### src/rtl/scaler_line_sink_if.sv
// ----------------------------------------------------------------------------
// scaler_line_sink_if
// Pixel beat stream feeding the line sink. There is no backpressure, so the
// bus carries only a valid strobe and the packed pixel word.
//   valid : beat valid
//   pixel : DATA_W bits of packed pixels
// Modports: master (stream source), slave (line sink).
// ----------------------------------------------------------------------------
interface scaler_line_sink_if #(
    parameter int DATA_W = 16
);
    logic              valid;
    logic [DATA_W-1:0] pixel;

    modport master (output valid, output pixel);
    modport slave  (input  valid, input  pixel);
endinterface

### src/rtl/scaler_line_sink.sv
// ----------------------------------------------------------------------------
// scaler_line_sink
// Captures one video line per start pulse into one of two line-buffer banks.
// Each accepted beat is written one cycle later at an address equal to its
// index within the line. Once a line is complete, the bank is marked full and
// the next line targets the other bank. The downstream reader frees a bank
// with bank_release.
//
// Ports
//   s_clk, s_rst  : clock, asynchronous active-high reset
//   start, len    : arm capture of one line of len beats
//   s_axis        : pixel beat stream (slave modport, no backpressure)
//   bank_release  : per-bank pulse, reader has emptied that bank
//   wr_en/wr_bank/wr_addr/wr_data : line-buffer write port
//   line_done, line_bank : one-cycle completion pulse and its bank
//   bank_full     : per-bank occupancy
//   busy          : FSM not idle
//   err           : sticky {stray_beat, start_nobuf, start_busy}
// ----------------------------------------------------------------------------
module scaler_line_sink #(
    parameter int PIXEL_BITWIDTH = 8,
    parameter int PIXEL_NUM      = 2,
    parameter int IMG_H_MAX      = 3840,
    parameter int IMG_H_BITWIDTH = $clog2(IMG_H_MAX)
) (
    input  logic                                s_clk,
    input  logic                                s_rst,
    input  logic                                start,
    input  logic [IMG_H_BITWIDTH-1:0]           len,
    scaler_line_sink_if.slave                   s_axis,
    input  logic [1:0]                          bank_release,
    output logic                                wr_en,
    output logic                                wr_bank,
    output logic [IMG_H_BITWIDTH-1:0]           wr_addr,
    output logic [PIXEL_BITWIDTH*PIXEL_NUM-1:0] wr_data,
    output logic                                line_done,
    output logic                                line_bank,
    output logic [1:0]                          bank_full,
    output logic                                busy,
    output logic [2:0]                          err
);

    localparam logic [1:0] ST_IDLE = 2'd0;
    localparam logic [1:0] ST_RECV = 2'd1;
    localparam logic [1:0] ST_DONE = 2'd2;

    logic [1:0]                state;
    logic                      cur_bank;
    logic [IMG_H_BITWIDTH-1:0] cnt;
    logic [IMG_H_BITWIDTH-1:0] len_q;
    logic [1:0]                full_set;

    // Bank being completed this cycle; applied after the release mask so a
    // release that coincides with completion of the same bank loses.
    always_comb begin
        full_set = '0;
        if (state == ST_DONE) begin
            full_set = cur_bank ? 2'b10 : 2'b01;
        end
    end

    assign busy = (state != ST_IDLE);

    always_ff @(posedge s_clk or posedge s_rst) begin
        if (s_rst) begin
            state     <= ST_IDLE;
            cur_bank  <= 1'b0;
            cnt       <= '0;
            len_q     <= '0;
            wr_en     <= 1'b0;
            wr_bank   <= 1'b0;
            wr_addr   <= '0;
            wr_data   <= '0;
            line_done <= 1'b0;
            line_bank <= 1'b0;
            bank_full <= '0;
            err       <= '0;
        end else begin
            wr_en     <= 1'b0;
            line_done <= 1'b0;
            wr_data   <= s_axis.pixel;
            bank_full <= (bank_full & ~bank_release) | full_set;

            case (state)
                ST_IDLE: begin
                    if (s_axis.valid) begin
                        err[2] <= 1'b1;
                    end
                    if (start && (len != '0)) begin
                        if (bank_full[cur_bank]) begin
                            err[1] <= 1'b1;
                        end else begin
                            len_q <= len;
                            cnt   <= '0;
                            state <= ST_RECV;
                        end
                    end
                end

                ST_RECV: begin
                    if (start) begin
                        err[0] <= 1'b1;
                    end
                    if (s_axis.valid) begin
                        wr_en   <= 1'b1;
                        wr_bank <= cur_bank;
                        wr_addr <= cnt;
                        cnt     <= cnt + 1'b1;
                        if (cnt == len_q - 1'b1) begin
                            state <= ST_DONE;
                        end
                    end
                end

                ST_DONE: begin
                    if (start) begin
                        err[0] <= 1'b1;
                    end
                    if (s_axis.valid) begin
                        err[2] <= 1'b1;
                    end
                    line_done <= 1'b1;
                    line_bank <= cur_bank;
                    cur_bank  <= ~cur_bank;
                    state     <= ST_IDLE;
                end

                default: begin
                    state <= ST_IDLE;
                end
            endcase
        end
    end

endmodule

### src/flat_wrapper.sv
// flat-port wrapper written by rule: the top's interface ports become plain ports
module scaler_line_sink_flat 
#(
    parameter int PIXEL_BITWIDTH = 8,
    parameter int PIXEL_NUM      = 2,
    parameter int IMG_H_MAX      = 3840,
    parameter int IMG_H_BITWIDTH = $clog2(IMG_H_MAX)
)
  (s_clk, s_rst, start, len, bank_release, wr_en, wr_bank, wr_addr, wr_data, line_done, line_bank, bank_full, busy, err, s_axis_valid, s_axis_pixel);
  scaler_line_sink_if #(.DATA_W(((8) * (2)))) s_axis_i ();
  input  logic s_clk;
  input  logic s_rst;
  input  logic start;
  input  logic [IMG_H_BITWIDTH-1:0] len;
  input  logic [1:0] bank_release;
  output logic wr_en;
  output logic wr_bank;
  output logic [IMG_H_BITWIDTH-1:0] wr_addr;
  output logic [PIXEL_BITWIDTH*PIXEL_NUM-1:0] wr_data;
  output logic line_done;
  output logic line_bank;
  output logic [1:0] bank_full;
  output logic busy;
  output logic [2:0] err;
  input wire logic [$bits(s_axis_i.valid)-1:0] s_axis_valid;
  input wire logic [$bits(s_axis_i.pixel)-1:0] s_axis_pixel;
  assign s_axis_i.valid = s_axis_valid;
  assign s_axis_i.pixel = s_axis_pixel;
  scaler_line_sink #(.PIXEL_BITWIDTH(PIXEL_BITWIDTH), .PIXEL_NUM(PIXEL_NUM), .IMG_H_MAX(IMG_H_MAX), .IMG_H_BITWIDTH(IMG_H_BITWIDTH)) u_core (.s_clk(s_clk), .s_rst(s_rst), .start(start), .len(len), .s_axis(s_axis_i), .bank_release(bank_release), .wr_en(wr_en), .wr_bank(wr_bank), .wr_addr(wr_addr), .wr_data(wr_data), .line_done(line_done), .line_bank(line_bank), .bank_full(bank_full), .busy(busy), .err(err));
endmodule
### config.mk
export PLATFORM = sky130hd
export DESIGN_NAME = scaler_line_sink_flat
export DESIGN_NICKNAME = d
export VERILOG_FILES = /design/src/rtl/scaler_line_sink_if.sv /design/src/rtl/scaler_line_sink.sv /design/src/flat_wrapper.sv
export SDC_FILE = /design/constraint.sdc
export NUM_CORES = 1
export LEC_CHECK = 0
export BUFFER_PORTS_ARGS = -buffer_cell sky130_fd_sc_hd__buf_2
export CAP_MARGIN = 10
export CORE_ASPECT_RATIO = 0.6
export CORE_UTILIZATION = 53
export DETAILED_ROUTE_END_ITERATION = 6
export PLACE_DENSITY_LB_ADDON = 0.12
export SLEW_MARGIN = 20
export SYNTH_ARGS = -nofsm -noshare
export SYNTH_HDL_FRONTEND = slang
export SYNTH_SLANG_ARGS = --single-unit
### constraint.sdc
create_clock -name s_clk -period 2.9 [get_ports s_clk]
set_input_delay 0.58 -clock s_clk [delete_from_list [all_inputs] [get_ports s_clk]]
set_output_delay 0.58 -clock s_clk [all_outputs]
set_load 0.03 [all_outputs]
==> summary.md <==
| Metric | Value |
|---|---|
| Fin crit share | `0.8300` |
| Core ar. | `0.005155 mm^2` |
| Status | `complete, no violations` |
| Fin. Hold Viols | `0` |
| Post_cts resized | `0` |
| Vias in the first global route | `1,939` |
| Rel. slew slack | `0.5236` |
| Net Count, Synth | `293` |
| # IOs | `72` |
| Clk buf depth | `2` |
| Post-DR vias/cell | `5.386` |
| Starting density of the core | `0.5621` |
| DR WL/cell | `14.18 um` |
| CP endpoint kind | `flop` |
| M2 GR Usage | `0.3027` |
| Layout Nets | `371` |
| Maxcap violations | `0` |
| RSZ-0062 raised after global routing | `no` |
| Most Crowded Layer GR | `met1` |
| Syn avg cell area | `11.45 um^2` |
| Area of the multi-input gates | `0.001214 mm^2` |
| Hold buffer count at CTS | `0` |
| Reg2reg path depth | `9` |
| Setup TNS | `0 ns` |
| Core Rows | `20` |
| Flop2flop setup slack | `0.49 ns` |
| Initial DRC count | `64` |
| Flops & latches, synth | `64` |
| Area Overhead vs Synth | `22.15%` |
| Cells after synthesis | `253` |
| Synth Flop Type | `dfrtp_1` |
| Worst EP required | `3.17 ns` |
| Gpl congestion | `0.8641` |
| CTS tree | `done` |
| Yosys top cell area share | `0.5527` |
| Drt drc | `0` |
| Crit path launch type | `flop` |
| PwrDens | `834.0 mW/mm^2` |
| Clock root buffer | `clkbuf_8` |
| Synth area leaders | `dfrtp_1, mux2_2, xor2_1` |
| Setup Skew | `0.004324 ns` |
| Routed WL | `5699 um` |
| Max-slew violation count | `0` |
| Buffers added on ports | `71` |
| Tightest Pin Transition | `0.7125 ns` |
| Clock Pin Slew Worst Setup and Hold Paths | `0.07 ns` |
| Antenna viol nets, final | `0` |
| Sequential cell area | `0.001602 mm^2` |
| R2R Path End | `u_core.cnt[11]` |
| Post-CTS Setup Bufs | `0` |
| CTS sink cnt | `64` |
| HP Class | `in2async` |
| Design Power | `2.952 mW` |
| Setup CP Type | `reg2reg` |
| Fill count | `420` |
| WP data arrival | `2.68 ns` |
| GRT Total Usage | `0.2201` |
| Grt met1 use | `0.3276` |
| Post-Syn Area | `0.002898 mm^2` |
| Critical Path Fanout Max | `5` |
| EDFF count, synth | `0` |
| Minimum clock period | `2.407 ns` |
| Via count | `2,165` |
| Dpl ws | `0.4610 ns` |
| Ys async rst share | `1.000` |
| Layout cells sized above 1 | `0.3631` |
| Setup-failing EPs final | `0` |
| Hold slack final | `0.3383 ns` |
| Synth cell count leaders | `dfrtp_1, mux2_2, nand2_1` |
| Chip Height | `59.28 um` |
| Initial antenna violation count | `0` |
| Max IR drop VDD | `0.0005501 V` |
| Antenna cell count | `0` |
| RR Startpoint | `u_core.state[0]` |
| Most repeated cell in the gate-level netlist after synthesis | `dfrtp_1` |
| Grt met3 use | `0.07193` |
| Die area | `0.005777 mm^2` |
| Synth area leader | `dfrtp_1` |
| Largest net degree at the start of global routing | `34` |
| Gr ovfl total | `0` |
| First-pass GRT wire length | `9501 um` |
| Final WS setup | `0.4931 ns` |
| Yosys warns | `0` |
| Pleak | `1.679 nW` |
| Post-DP HPWL | `4345 um` |
| TritonRoute pass-1 iters | `4` |
| CTS Buf Count | `9` |
| Yosys cell types | `44` |
| Sequential fraction of the synthesis area | `0.5527` |
| Fmax | `0.4155 GHz` |
| Clk_lat worst skew | `0.34 ns` |
| Die Wd | `97.46 um` |
| H-tree depth | `3` |
[cell type report]
| class | instances | share of cell area |
|---|---|---|
| Clock inverter | 7 | 0.02015 |
| Sequential cell | 64 | 0.4525 |
| Timing Repair Buffer | 75 | 0.1124 |
| Inverter | 13 | 0.01379 |
| Tap cell | 66 | 0.02333 |
| Clock buffer | 9 | 0.03499 |
| Multi-Input combinational cell | 168 | 0.3429 |
[per-layer routing]
| layer | vias to the layer above | routed length, um |
|---|---|---|
| met4 | 0 | 42 |
| li1 | 1056 | - |
| met2 | 68 | 2333 |
| met3 | 4 | 375 |
| met5 | - | 0 |
| met1 | 1037 | 2948 |
[per-stage QoR]
step / instance area, um^2 / utilization / std cells
CTS: 3540 / 0.6867 / 402
detailed placement: 3344 / 0.6488 / 386
global placement: 3344 / 0.6488 / 386
finish: 3540 / 0.6867 / 402
floorplan: 2898 / - / 253
global route: 3540 / 0.6867 / 402
[state kept, by name (all words and copies together) (netlist names), 2 cells and up]
register and count:
u_core.err 3, u_core.cnt 12, u_core.bank_full 2, u_core.len_q 12, u_core.wr_addr 12, u_core.state 2, u_core.wr_data 16
[logic make-up (layout without fill, tap and decap cells)]
group | Yosys count | after routing | share of synthesized area
flip-flops | 64 | 64 | 0.5527
multiplexers | 26 | 26 | 0.09974
AO/OA/AOI/OAI | 33 | 33 | 0.06779
buffers and inverters | 21 | 104 | 0.02850
AND/OR/NAND/NOR | 81 | 81 | 0.1589
adder cells (fa/ha/maj) | 6 | 6 | 0.02591
XOR/XNOR | 22 | 22 | 0.06650
[worst max-delay path: stages (launching register included)]
cell and delay, ns:
dfrtp_1 0.44, inv_1 0.13, ha_1 0.26, inv_1 0.09, o21ai_0 0.35, nand2_1 0.12, nor4b_1 0.54, nand3_1 0.17
xor2_1 0.17, nor2_1 0.08
[worst max-delay path by stage]
| stage | startpoint | endpoint | slack [ns] | depth (start not counted) |
|---|---|---|---|---|
| 3_5_place_dp | len[7] | u_core.cnt[4] | 0.46 | 8 |
| 5_1_grt | u_core.len_q[0] | u_core.state[0] | 0.31 | 9 |
| 6_report | u_core.state[0] | u_core.cnt[11] | 0.49 | 9 |
| 2_1_floorplan | u_core.len_q[3] | u_core.state[0] | 0.68 | 6 |
| 4_1_cts | u_core.len_q[3] | u_core.state[1] | 0.54 | 7 |
| 3_3_place_gp | len[7] | u_core.cnt[10] | 0.53 | 8 |
[where the power goes]
group / leakage (nW) / switching, mW / internal [mW]
clock network: 0.0916 / 0.341 / 0.396
logic: 0.795 / 0.488 / 0.410
registers: 0.793 / 0.246 / 1.07
[layout by cell type (no fill, tap or decap), types with 9 or more instances in the layout]
master | netlist | final
clkbuf_8 | 0 | 9
nor2_1 | 14 | 14
dfrtp_1 | 64 | 64
nand3_1 | 12 | 12
nand2_1 | 17 | 17
inv_1 | 12 | 11
xor2_1 | 15 | 15
buf_2 | 0 | 71
o21ai_0 | 11 | 11
mux2_2 | 23 | 23
(Power assumes the default switching activity.)
